File: config.mk
export PLATFORM = sky130hd
export DESIGN_NAME = add_m_seq
export DESIGN_NICKNAME = d
export VERILOG_FILES = /design/src/rtl/add_m_seq.sv
export SDC_FILE = /design/constraint.sdc
export NUM_CORES = 1
export LEC_CHECK = 0
export CAP_MARGIN = 20
export CORE_AREA = 3 3 362 364
export DETAILED_ROUTE_END_ITERATION = 6
export DIE_AREA = 0 0 365 367
export GPL_TIMING_DRIVEN = 0
export MAX_ROUTING_LAYER = met4
export PLACE_DENSITY = 0.59
export SYNTH_ARGS = -nofsm -noshare
export SYNTH_HDL_FRONTEND = slang
export SYNTH_SLANG_ARGS = --single-unit
File: constraint.sdc
create_clock -name clk -period 2.8 [get_ports clk]
set_input_delay 0.56 -clock clk [delete_from_list [all_inputs] [get_ports clk]]
set_output_delay 0.56 -clock clk [all_outputs]
set_load 0.05 [all_outputs]
File: src/rtl/add_m_seq.sv
// Serial-load / serial-drain sequencer wrapped around an elementwise 3x3 add engine.
// Optional WAIT-state timeout is built only when ADD_M_SEQ_TIMEOUT_EN is defined.
module add_m_seq #(
  parameter int W       = 32,
  parameter int N       = 9,
  parameter int TIMEOUT = 64
) (
  input  logic           clk,
  input  logic           reset,
  input  logic [W-1:0]   in_data,
  input  logic           in_valid,
  output logic           in_ready,
  output logic [W-1:0]   out_data,
  output logic           out_valid,
  input  logic           out_ready,
  output logic           eng_start,
  input  logic           eng_busy,
  input  logic           eng_done,
  output logic [W*N-1:0] eng_a,
  output logic [W*N-1:0] eng_b,
  input  logic [W*N-1:0] eng_c,
  output logic           busy,
  output logic           err
);

  localparam int IW = (N > 1) ? $clog2(N) : 1;

  typedef enum logic [2:0] {
    LOAD_A,
    LOAD_B,
    KICK,
    WAIT,
    DRAIN
  } state_t;

  state_t         r_state;
  state_t         w_state_next;
  logic [IW-1:0]  r_idx;
  logic [IW-1:0]  w_idx_next;
  logic           r_run;
  logic           w_xfer;
  logic           w_last;
  logic           w_cap;
  logic           w_timeout;
  logic [W*N-1:0] w_c_flat;

  assign w_last    = (r_idx == IW'(N - 1));
  assign in_ready  = r_run && ((r_state == LOAD_A) || (r_state == LOAD_B));
  assign w_xfer    = in_valid && in_ready;
  assign w_cap     = (r_state == WAIT) && eng_done;
  assign eng_start = (r_state == KICK);
  assign out_valid = (r_state == DRAIN);
  assign out_data  = w_c_flat[W*r_idx +: W];
  assign busy      = !((r_state == LOAD_A) && (r_idx == '0));
  // eng_done takes priority over an expiring timeout on the same cycle.
  assign err       = w_timeout && !eng_done;

`ifdef ADD_M_SEQ_TIMEOUT_EN
  localparam int CW = $clog2(TIMEOUT + 1);
  logic [CW-1:0] r_cnt;

  always_ff @(posedge clk or negedge reset) begin
    if (!reset) begin
      r_cnt <= '0;
    end else if (r_state == KICK) begin
      r_cnt <= '0;
    end else if (r_state == WAIT) begin
      r_cnt <= r_cnt + CW'(1);
    end
  end

  assign w_timeout = (r_state == WAIT) && (r_cnt == CW'(TIMEOUT - 1));

  logic w_unused;
  assign w_unused = eng_busy;
`else
  assign w_timeout = 1'b0;

  logic w_unused;
  assign w_unused = eng_busy | (TIMEOUT < 0);
`endif

  // in_ready stays low until the first edge after reset release.
  always_ff @(posedge clk or negedge reset) begin
    if (!reset) begin
      r_state <= LOAD_A;
      r_idx   <= '0;
      r_run   <= 1'b0;
    end else begin
      r_state <= w_state_next;
      r_idx   <= w_idx_next;
      r_run   <= 1'b1;
    end
  end

  always_comb begin
    w_state_next = r_state;
    w_idx_next   = r_idx;
    case (r_state)
      LOAD_A: if (w_xfer) begin
        if (w_last) begin
          w_state_next = LOAD_B;
          w_idx_next   = '0;
        end else begin
          w_idx_next = r_idx + IW'(1);
        end
      end
      LOAD_B: if (w_xfer) begin
        if (w_last) begin
          w_state_next = KICK;
          w_idx_next   = '0;
        end else begin
          w_idx_next = r_idx + IW'(1);
        end
      end
      KICK: w_state_next = WAIT;
      WAIT: begin
        if (eng_done) begin
          w_state_next = DRAIN;
        end else if (w_timeout) begin
          w_state_next = LOAD_A;
          w_idx_next   = '0;
        end
      end
      DRAIN: if (out_ready) begin
        if (w_last) begin
          w_state_next = LOAD_A;
          w_idx_next   = '0;
        end else begin
          w_idx_next = r_idx + IW'(1);
        end
      end
      default: begin
        w_state_next = LOAD_A;
        w_idx_next   = '0;
      end
    endcase
  end

  genvar gi;
  generate
    for (gi = 0; gi < N; gi++) begin : g_elem
      logic [W-1:0] r_a;
      logic [W-1:0] r_b;
      logic [W-1:0] r_c;

      always_ff @(posedge clk or negedge reset) begin
        if (!reset) begin
          r_a <= '0;
          r_b <= '0;
          r_c <= '0;
        end else begin
          if (w_xfer && (r_idx == IW'(gi))) begin
            if (r_state == LOAD_A) r_a <= in_data;
            if (r_state == LOAD_B) r_b <= in_data;
          end
          if (w_cap) r_c <= eng_c[W*gi +: W];
        end
      end

      assign eng_a[W*gi +: W]    = r_a;
      assign eng_b[W*gi +: W]    = r_b;
      assign w_c_flat[W*gi +: W] = r_c;
    end
  endgenerate

endmodule

==> results of run 1 <==
## where the power goes
part / internal (mW) / switching (mW) / total (mW)
sequential: 17.0 / 2.56 / 19.6
clock: 7.70 / 5.69 / 13.4
combinational: 12.6 / 21.3 / 33.9
total: 37.3 / 29.5 / 66.9
## layer usage
metal	vias up	track usage [%]	share of wire, %
met5	-	-	0
met4	0	6.30	2.9
met3	166	6.36	7.6
met2	747	37.2	52
met1	12201	23.1	38
li1	10432	-	-
## cell usage in the layout, fill, tap and decap left out, drive strengths merged, types with 6 or more instances in the layout
cell type      count
clkdlybuf4s50    899
dfrtp            872
mux2             864
clkbuf           214
buf              161
mux2i            126
diode             41
o21ai             36
a211oi            34
o22a              32
a21oi             32
o22ai             32
nand2             27
clkinv            25
inv                8
and2               6
bufinv             6
nand2b             6
## Yosys cell counts, types with 18 or more instances
library cell	count	area [sq um]
sky130_fd_sc_hd__a211oi_1	34	255
sky130_fd_sc_hd__a21oi_1	32	160
sky130_fd_sc_hd__buf_2	87	435
sky130_fd_sc_hd__clkbuf_1	71	267
sky130_fd_sc_hd__dfrtp_1	872	21800
sky130_fd_sc_hd__mux2_1	18	203
sky130_fd_sc_hd__mux2_2	846	9530
sky130_fd_sc_hd__mux2i_1	126	1260
sky130_fd_sc_hd__nand2_1	27	101
sky130_fd_sc_hd__o21ai_0	36	180
sky130_fd_sc_hd__o22a_1	32	280
sky130_fd_sc_hd__o22ai_1	32	200
## metrics by stage
stage	hold WS [ns]	cells	utilization [%]	setup TNS, ns
after floorplan	0.264	2273	-	0
after global placement	0.475	4871	36.4	-
after detailed placement	0.480	4880	36.6	-653.21
after CTS	-0.184	5075	40.5	-12.57
after global routing	-0.120	5117	40.8	-11.18
final	-0.137	5120	40.8	-7.97
## state kept, by name, summed over array words and instances, names as in the netlist
signal / cells
r_idx: 4
r_state: 3
g_elem.r_a: 288
g_elem.r_b: 288
g_elem.r_c: 288
r_run: 1
## final cells by class
class	instances	area share (%)
Clock inverter	40	1.02
Timing Repair Buffer	963	19.0
Sequential cell	872	41.9
Antenna cell	41	0.197
Tap cell	1662	3.99
Inverter	3	0.0216
Buffer	168	2.14
Multi-Input combinational cell	1226	26.3
Clock buffer	145	5.47
## worst max path at each step
stage	from	end	slack, ns
2_1_floorplan	r_idx[0]	g_elem[8].r_b[10]	0.11
3_3_place_gp	reset	g_elem[3].r_a[13]	-40.85
3_5_place_dp	r_idx[0]	g_elem[8].r_b[25]	-1.56
4_1_cts	r_idx[0]	out_data[25]	-0.49
5_1_grt	r_idx[0]	out_data[6]	-0.43
6_report	r_idx[0]	out_data[25]	-0.33
## repair_timing
item                                    4_1_cts  5_1_grt
endpoints found under the setup margin      719      199
cloned                                        3        4
resized for setup                           526       60
setup buffers                                11        0
pin swaps                                    22       20
endpoints found under the hold margin        88       88
## critical path: stages, from the launching register on
cell,delay [ns]
sky130_fd_sc_hd__dfrtp_1,0.40
sky130_fd_sc_hd__buf_8,0.16
sky130_fd_sc_hd__clkbuf_16,0.18
sky130_fd_sc_hd__buf_16,0.16
sky130_fd_sc_hd__mux2i_4,0.20
sky130_fd_sc_hd__o22ai_4,0.29
sky130_fd_sc_hd__o22a_1,0.27
sky130_fd_sc_hd__buf_6,0.18
## kinds of logic (layout without fill, tap and decap cells)
family / Yosys count / after routing
and+or+nand+nor: 60 / 60
buffers and inverters: 175 / 1319
AOI/OAI and AO/OA: 170 / 170
adders and majority gates: 4 / 4
DFF: 872 / 872
other: 2 / 43
muxes: 990 / 990
==> results.md, run 1 <==
* Result of the run: finished with violations
* Violated checks: negative hold slack, negative setup slack
* Arithmetic-cell share of the synthesized area counting full adders, half adders and majority gates at less than 1%
* Final HPWL DP at 108 mm
* Period utilization at 112%
* Static power due to leakage at 23.4 nW
* R2r endpoint: g_elem[1].r_a[22]
* Startpoint type of the worst setup path: flip-flop
* Number of flops mapped to enable cells by yosys at 0
* Compound-cell area share of the yosys netlist at about 3.2%
* Global-route wire length before repair at 196 mm
* Vias in the first global route at between 20000 and 25000
* Required time of the critical path at 2.24 ns
* Number of DRC markers in iteration 0 at 1075
* Remaining design rule violation count at 0
* Combinational family with the most area after synthesis: multiplexers
* Unrepaired setup endpoints after global routing: yes
* H-tree lvl count at 3
* Worst ir drop on vdd at approximately 870 uV
* Warnings, synthesis at 0
* Vias post-DR at between 20000 and 25000
* Final worst hold slack at -0.137 ns
* Yosys reg bits at 872
* Power consumption at 66.9 mW
* Commonest register cell after synthesis: sky130_fd_sc_hd__dfrtp_1
* Xor-xnor portion of the synthesized cell area at 0%
* Die H at 367 um
* Sequential standard cell area at 21800 sq um
* Number of antenna violations at the first check in global routing at 43
* Worst-Skew Late Latency at 0.74 ns
* Count of port buffers added during placement at between 900 and 1000
* Arrival time of data at the critical path endpoint at 2.57 ns
* CTS tree: yes
* Initial Util at about 27%
* Pwr per Cell Area at roughly 1300 nW/um^2
* Number of nets in the layout at 3662
* Post-DP Area at 46800 sq um
* Achievable frequency at 319 MHz
* Critical path type: flip-flop to primary output
* Summed instance area of the synthesized netlist at 35100 sq um
* Post-Place Worst Slack at -1.56 ns
* Netlist cell types at 37
* Cell at the root of the clock tree: sky130_fd_sc_hd__clkbuf_16
* Simple logic cell fraction of the synthesized area at 0.963%
* Number of detailed-routing iterations run before antenna repair at 4
* Multi-input gate area in the final layout at approximately 14000 sq um
* Final critical-path required period at 3.13 ns
* Die width at around 370 um
* Startpoint of the worst register-to-register path: r_idx[1]
* R2R cell count at 8
* Crit. End Element: primary output
* Fraction of registers with async set or reset after synthesis at 100%
* Share of the yosys chip area belonging to registers at 62.2%
* Mux contribution to synthesized area at 31.3%
* Total of max-cap violations at 0
* Area growth from synthesis to final layout at 48.4%
* Final count of hold timing violations at 88
* Number of fill cells at 12097
* Total of endpoints with negative setup slack in the final report at 32
* Max Clock Skew at 0.0497 ns
* Slew of the pin with the lowest slew margin at 0.981 ns
* Avg WL per Cell at 27.6 um
* Max-slew violation count at 0
* Combined global-route utilization of all metal layers at 21.3%
* Clock Sinks at 872
* Detail-routed via count per cell at 4.60
* Relative slew margins at about a third
* Maximum number of pins on one net before global-route repair at 121
* Count of pins on the block boundary at between 900 and 1000
* Worst path setup slack after routing at -0.334 ns
* Total routed wirelength at 141 mm
* Total CTS buffers at 98
* Final ANT Viol Nets at 0
* Number of rows in the core area at 131
* Count of mapped cells out of synthesis at 2273
* Fraction of final layout cells with drive strength greater than 1 at 38.7%
* Post-route cell area at 52100 sq um
* Die area at 134000 sq um
* Total global routing overflow at 0
* Post-CTS clock slew at the launch and capture registers of the worst setup and hold paths at approximately 0.06 ns
* Synth Net Count at 2603
* Worst reg-to-reg setup slack at approximately 0.13 ns
* Maximum root-to-sink buffer count at 3
* Placer congestion estimate at just over 0.8
* Maximum fanout encountered on the critical timing path at 8
* Per-instance average area after synthesis at 15.4 sq um
* Worst min path class: primary input to async pin
* Floorplan core area at 128000 sq um
No activity file was read; power rests on OpenSTA's default activity.
==> inputs of run 2 (changes only) <==
Settings changed: CORE_AREA 3 3 362 364 to 3 3 369 371, DIE_AREA 0 0 365 367 to 0 0 372 374, DONT_BUFFER_PORTS set to 1, PLACE_DENSITY 0.59 to 0.48.
==> results.md, run 2 (synthesis gave the netlist of run 1 again) <==
* Result of the run: finished with violations
* Violated checks: negative hold slack, negative setup slack
* Number of rows in the core area at 134
* Clock network fraction of design power at 21.8%
* Crit. End Element: primary output
* Max Clock Skew at between 0.07 and 0.08 ns
* Worst min path class: primary input to async pin
* Final worst hold slack at -0.258 ns
* Fraction of final layout cells with drive strength greater than 1 at 47.0%
* Vias post-DR at 21812
* Worst ir drop on vdd at 739 uV
* Worst-Skew Late Latency at 0.72 ns
* Area growth from synthesis to final layout at 31.3%
* R2R cell count at 8
* Achievable frequency at 322 MHz
* Worst path setup slack after routing at -0.304 ns
* H-tree lvl count at 3
* Initial Util at 26.3%
* Post-CTS clock slew at the launch and capture registers of the worst setup and hold paths at 0.06 ns
* Cell at the root of the clock tree: sky130_fd_sc_hd__clkbuf_16
* Relative slew margins at 22.1%
* Biggest registers after layout: g_elem.r_a x288, g_elem.r_b x288, g_elem.r_c x288
* Unrepaired setup endpoints after global routing: yes
* Startpoint of the worst register-to-register path: r_idx[1]
* Total of endpoints with negative setup slack in the final report at 32
* Maximum root-to-sink buffer count at 3
* Global Route met3 Usage at 5.77%
* Die width at ~370 um
* Die area at between 100000 and 150000 sq um
* Part of the power in combinational logic at about a quarter
* Max-slew violation count at 0
* Final critical-path required period at slightly above 3 ns
* Startpoint type of the worst setup path: flip-flop
* Detail-routed via count per cell at 4.74
* Number of nets in the layout at 3055
* Total CTS buffers at approximately 100
* Arrival time of data at the critical path endpoint at 2.54 ns
* Met2 usage in global routing at 35.2%
* Number of fill cells at 12803
* Total routed wirelength at between 100 and 150 mm
* Met1 demand-to-capacity share in global routing at 21.5%
* Final HPWL DP at 104 mm
* Power dissipated by switching net loads at 28.6 mW
* Avg WL per Cell at 30.2 um
* Most used routing layer in global routing: met2
* Non-Filler Instances at roughly 4600
* Combined global-route utilization of all metal layers at between 10% and 20%
* Placer congestion estimate at 0.889
* Power consumption at 60.0 mW
* Post-route setup TNS at -7.98 ns
* Critical path type: flip-flop to primary output
* Period utilization at 111%
* Commonest cells after routing, fill and taps aside: sky130_fd_sc_hd__dfrtp_1, sky130_fd_sc_hd__mux2_2, sky130_fd_sc_hd__dlygate4sd3_1, sky130_fd_sc_hd__clkbuf_16, sky130_fd_sc_hd__mux2i_1
* Number of placed instances with taps included at 4045
* Count of port buffers added during placement at 0
* Clock Sinks at 872
* Global-route wire length before repair at 191 mm
* Maximum number of pins on one net before global-route repair at 873
* Count of pins on the block boundary at 939
* Number of antenna violations at the first check in global routing at 33
* Final count of hold timing violations at 95
* Part of the power in registers at 53.8%
* Final Core Density at 34.6%
* Remaining design rule violation count at 0
* Static power due to leakage at 21.3 nW
* Slew of the pin with the lowest slew margin at 1.17 ns
* Total of max-cap violations at 0
* Pwr per Cell Area at ~1300 nW/um^2
* Floorplan core area at 133000 sq um
* Sw Share at 47.7%
* Total global routing overflow at 0
* Maximum fanout encountered on the critical timing path at 9
* Leading cell type in the layout, fill and taps excluded: sky130_fd_sc_hd__dfrtp_1
* Worst reg-to-reg setup slack at 0.08 ns
* Number of DRC markers in iteration 0 at 981
* Vias in the first global route at 23731
* CTS tree: yes
* Required time of the critical path at 2.24 ns
* Final ANT Viol Nets at 0
* R2r endpoint: g_elem[5].r_a[26]
* Die H at 374 um
* Number of detailed-routing iterations run before antenna repair at 5
* Internal Dissipation at about 31 mW
==> run 2: changes by cell type in the layout (fill, tap and decap cells not counted), moves of 7 or more <==
cell / previous run / this run
sky130_fd_sc_hd__buf_6: 24 / 11
sky130_fd_sc_hd__mux2i_4: 47 / 30
sky130_fd_sc_hd__dlygate4sd3_1: 0 / 322
sky130_fd_sc_hd__o22a_4: 0 / 32
sky130_fd_sc_hd__o21ai_0: 31 / 22
sky130_fd_sc_hd__buf_4: 32 / 25
sky130_fd_sc_hd__o22a_1: 32 / 0
sky130_fd_sc_hd__clkdlybuf4s50_1: 899 / 0
sky130_fd_sc_hd__diode_2: 41 / 34
sky130_fd_sc_hd__mux2i_1: 63 / 76
==> run 2: power by group through the flow <==
| stage | combinational, mW | clock, mW | sequential, mW |
|---|---|---|---|
| floorplan | 8.37 | 0 | 30.3 |
| global placement | 11.0 | 0 | 32.3 |
| detailed placement | 11.3 | 0 | 32.5 |
| CTS | 14.3 | 13.4 | 32.4 |
| global route | 15.5 | 13.9 | 32.7 |
| finish | 14.7 | 13.1 | 32.3 |
==> run 2: worst max-delay path by stage <==
stage,startpoint,end,slack (ns),depth (start not counted)
6_report,r_idx[0],out_data[11],-0.30,7
5_1_grt,r_idx[0],out_data[26],-0.41,6
4_1_cts,r_idx[0],out_data[26],-0.46,6
3_5_place_dp,r_idx[0],g_elem[8].r_b[24],-1.77,11
3_3_place_gp,r_idx[0],g_elem[8].r_b[26],-1.64,11
2_1_floorplan,r_idx[0],g_elem[8].r_b[10],0.11,11
==> run 2: what timing repair did <==
item                                     CTS  global route
setup buffers                             16             7
pin swaps                                 14            10
endpoints found under the hold margin   1419           184
cloned                                     2             2
endpoints found under the setup margin   790           206
resized for setup                        363            38
hold buffers                             322             1
==> run 2: through the flow <==
stage,area [sq um],hold WS (ns),setup WS (ns)
after floorplan,35100,0.264,0.108
after global placement,37300,0.285,-1.64
after detailed placement,37400,0.285,-1.77
after CTS,45600,-0.550,-0.464
after global routing,46000,-0.280,-0.415
final,46100,-0.258,-0.304
==> run 2: layout make-up <==
type	instances	area (sq um)	share of cell area, %
sequential	872	21800	47.4
buffer	167	1090	2.36
multi-input combinational	1226	13800	30.0
antenna	34	85.1	0.185
inverter	3	11.3	0.0244
timing repair buffer	357	3720	8.07
clock buffer	144	2830	6.13
clock inverter	33	483	1.05
tap	1768	2210	4.80
==> run 2: per-layer routing <==
metal  up-vias  wire length, um
met5         -                0
met1     11565            51500
met2       863            72200
li1       9179                -
met4         0             4130
met3       205            11000
==> run 2: worst max-delay path: stages, from the launching register on <==
cell                        delay [ns]
sky130_fd_sc_hd__dfrtp_1          0.39
sky130_fd_sc_hd__buf_8            0.14
sky130_fd_sc_hd__clkbuf_16        0.19
sky130_fd_sc_hd__buf_16           0.18
sky130_fd_sc_hd__buf_12           0.13
sky130_fd_sc_hd__mux2i_4          0.29
sky130_fd_sc_hd__o22ai_4          0.13
sky130_fd_sc_hd__o22a_4           0.32
==> inputs of run 3 (changes only) <==
Settings changed: CAP_MARGIN 20 to 5.
==> results.md, run 3 (synthesis gave the netlist of run 1 again) <==
* Die H at 374 um
* Initial Util at 26.3%
* Die area at 139000 sq um
* Required time of the critical path at 2.24 ns
* Commonest cells after routing, fill and taps aside: sky130_fd_sc_hd__dfrtp_1, sky130_fd_sc_hd__mux2_2, sky130_fd_sc_hd__dlygate4sd3_1, sky130_fd_sc_hd__clkbuf_16, sky130_fd_sc_hd__buf_2
* Number of antenna violations at the first check in global routing at 39
* Clock Sinks at around 870
* Number of nets in the layout at just over 3000
* Period utilization at 112%
* Fraction of final layout cells with drive strength greater than 1 at a little under half
* Slowest stage cell on the critical path: sky130_fd_sc_hd__dfrtp_1
* Achievable frequency at roughly 320 MHz
* Biggest registers after layout: g_elem.r_a x288, g_elem.r_b x288, g_elem.r_c x288
* Final Core Density at between 30% and 40%
* Arrival time of data at the critical path endpoint at roughly 2.6 ns
* Result of the run: finished with violations
* Final ANT Viol Nets at 0
* Multi-input gate area in the final layout at about 14000 sq um
* Total CTS buffers at 98
* Maximum fanout encountered on the critical timing path at 6
* Number of fill cells at 12805
* Vias post-DR at 22018
* H-tree lvl count at 3
* Total of endpoints with negative setup slack in the final report at 38
* Crit. End Element: primary output
* Critical path type: flip-flop to primary output
* Total global routing overflow at 0
* Final worst hold slack at -0.454 ns
* Detail-routed via count per cell at 4.78
* Max Clock Skew at 0.0265 ns
* Final count of hold timing violations at 202
* Post-CTS clock slew at the launch and capture registers of the worst setup and hold paths at ~0.06 ns
* R2r endpoint: g_elem[2].r_b[16]
* Number of rows in the core area at 134
* Avg WL per Cell at between 30 and 40 um
* Slew of the pin with the lowest slew margin at 1.12 ns
* Combined global-route utilization of all metal layers at roughly 20%
* Post-route cell area at 46300 sq um
* Pwr per Cell Area at 1300 nW/um^2
* Delay of the slowest cell on the worst path at 0.42 ns
* Worst ir drop on vdd at 777 uV
* Remaining design rule violation count at 0
* Cell at the root of the clock tree: sky130_fd_sc_hd__clkbuf_16
* Worst min path class: primary input to async pin
* Worst path setup slack after routing at -0.325 ns
* Static power due to leakage at 21.4 nW
* Power consumption at 60.3 mW
* Sequential standard cell area at 21800 sq um
* Worst-Skew Late Latency at ~0.70 ns
* Die width at 372 um
* Floorplan core area at ~130000 sq um
* Total routed wirelength at 140 mm
* Max-slew violation count at 0
* Unrepaired setup endpoints after global routing: yes
* Maximum number of pins on one net before global-route repair at 873
* Vias in the first global route at 23722
* Leading cell type in the layout, fill and taps excluded: sky130_fd_sc_hd__dfrtp_1
* Worst reg-to-reg setup slack at -0.01 ns
* R2R cell count at 10
* Maximum root-to-sink buffer count at 3
* Final HPWL DP at 104 mm
* Startpoint of the worst register-to-register path: r_idx[0]
* Count of port buffers added during placement at 0
* Final critical-path required period at 3.12 ns
* Number of DRC markers in iteration 0 at 1022
* Number of detailed-routing iterations run before antenna repair at 6
* CTS tree: yes
* Count of pins on the block boundary at 939
* Relative slew margins at 25.1%
* Total of max-cap violations at 0
* Worst path cell trace: buf_8 > clkbuf_16 > buf_16 > buf_12 > mux2i_4 > o22ai_4 > o22a_4
* Global-route wire length before repair at 192 mm
* Placer congestion estimate at 0.889
* Area growth from synthesis to final layout at 32.0%
* Post-DP Area at roughly 37000 sq um
* Startpoint type of the worst setup path: flip-flop
* Violated checks: negative hold slack, negative setup slack
-- run 3: changes by cell type in the layout (fill, tap and decap cells not counted), sizes merged --
| cell | delta |
|---|---|
| bufinv | -2 |
| clkbuf | +10 |
| inv | -2 |
| buf | -4 |
| diode | +3 |
| clkinv | -1 |
-- run 3: how the worst max path moves through the flow --
stage / start / to / slack (ns) / cells after the start
4_1_cts: r_idx[0] / out_data[24] / -0.45 / 6
2_1_floorplan: r_idx[0] / g_elem[8].r_b[10] / 0.11 / 11
6_report: r_idx[0] / out_data[9] / -0.32 / 7
3_5_place_dp: r_idx[0] / g_elem[8].r_b[22] / -1.73 / 11
3_3_place_gp: r_idx[0] / g_elem[8].r_b[26] / -1.64 / 11
5_1_grt: r_idx[0] / out_data[9] / -0.38 / 7
-- run 3: final cells by class --
type                            count  share of cell area (%)
Antenna cell                       37                   0.200
Sequential cell                   872                    47.1
Clock buffer                      154                    6.36
Multi-Input combinational cell   1226                    30.2
Buffer                            166                    2.41
Timing Repair Buffer              354                    8.04
Tap cell                         1768                    4.78
Clock inverter                     28                   0.895
Inverter                            3                  0.0351
-- run 3: per-stage QoR --
stage                     setup TNS (ns)  std cells  hold WS (ns)  setup WS (ns)
after floorplan                        0       2273         0.264          0.108
after global placement           -519.15       4041         0.285          -1.64
after detailed placement         -555.98       4041         0.285          -1.73
after CTS                         -11.15       4555        -0.528         -0.447
after global routing              -10.21       4600        -0.522         -0.384
final                              -7.49       4608        -0.454         -0.325
-- run 3: report_power, final --
group          internal [mW]  total [mW]  switching (mW)
combinational           7.11        14.9            7.75
sequential              16.8        32.3            15.5
clock                   7.65        13.2            5.51
total                   31.5        60.3            28.8
-- run 3: critical path, delay by kind of cell, from the launching register on --
family / cells / cell delay, ns
flip-flops: 1 / 0.42
multiplexers: 1 / 0.19
buffers and inverters: 4 / 0.63
AO/OA/AOI/OAI: 2 / 0.60
-- run 3: routing by layer --
layer	GRT usage [%]	part of all wire [%]	vias to the layer above
li1	-	-	9191
met1	21.7	37	11718
met2	35.0	51	892
met3	5.60	8.0	217
met4	6.86	3.6	0
met5	-	0	-
-- run 3: repair_timing --
action                      CTS  global route
gates cloned                  3             2
hold buffers                322             1
setup buffers                12            10
hold endpoints to repair   1419           213
gates resized for setup     365            85
pin swaps                    29            35
setup endpoints to repair   795           206
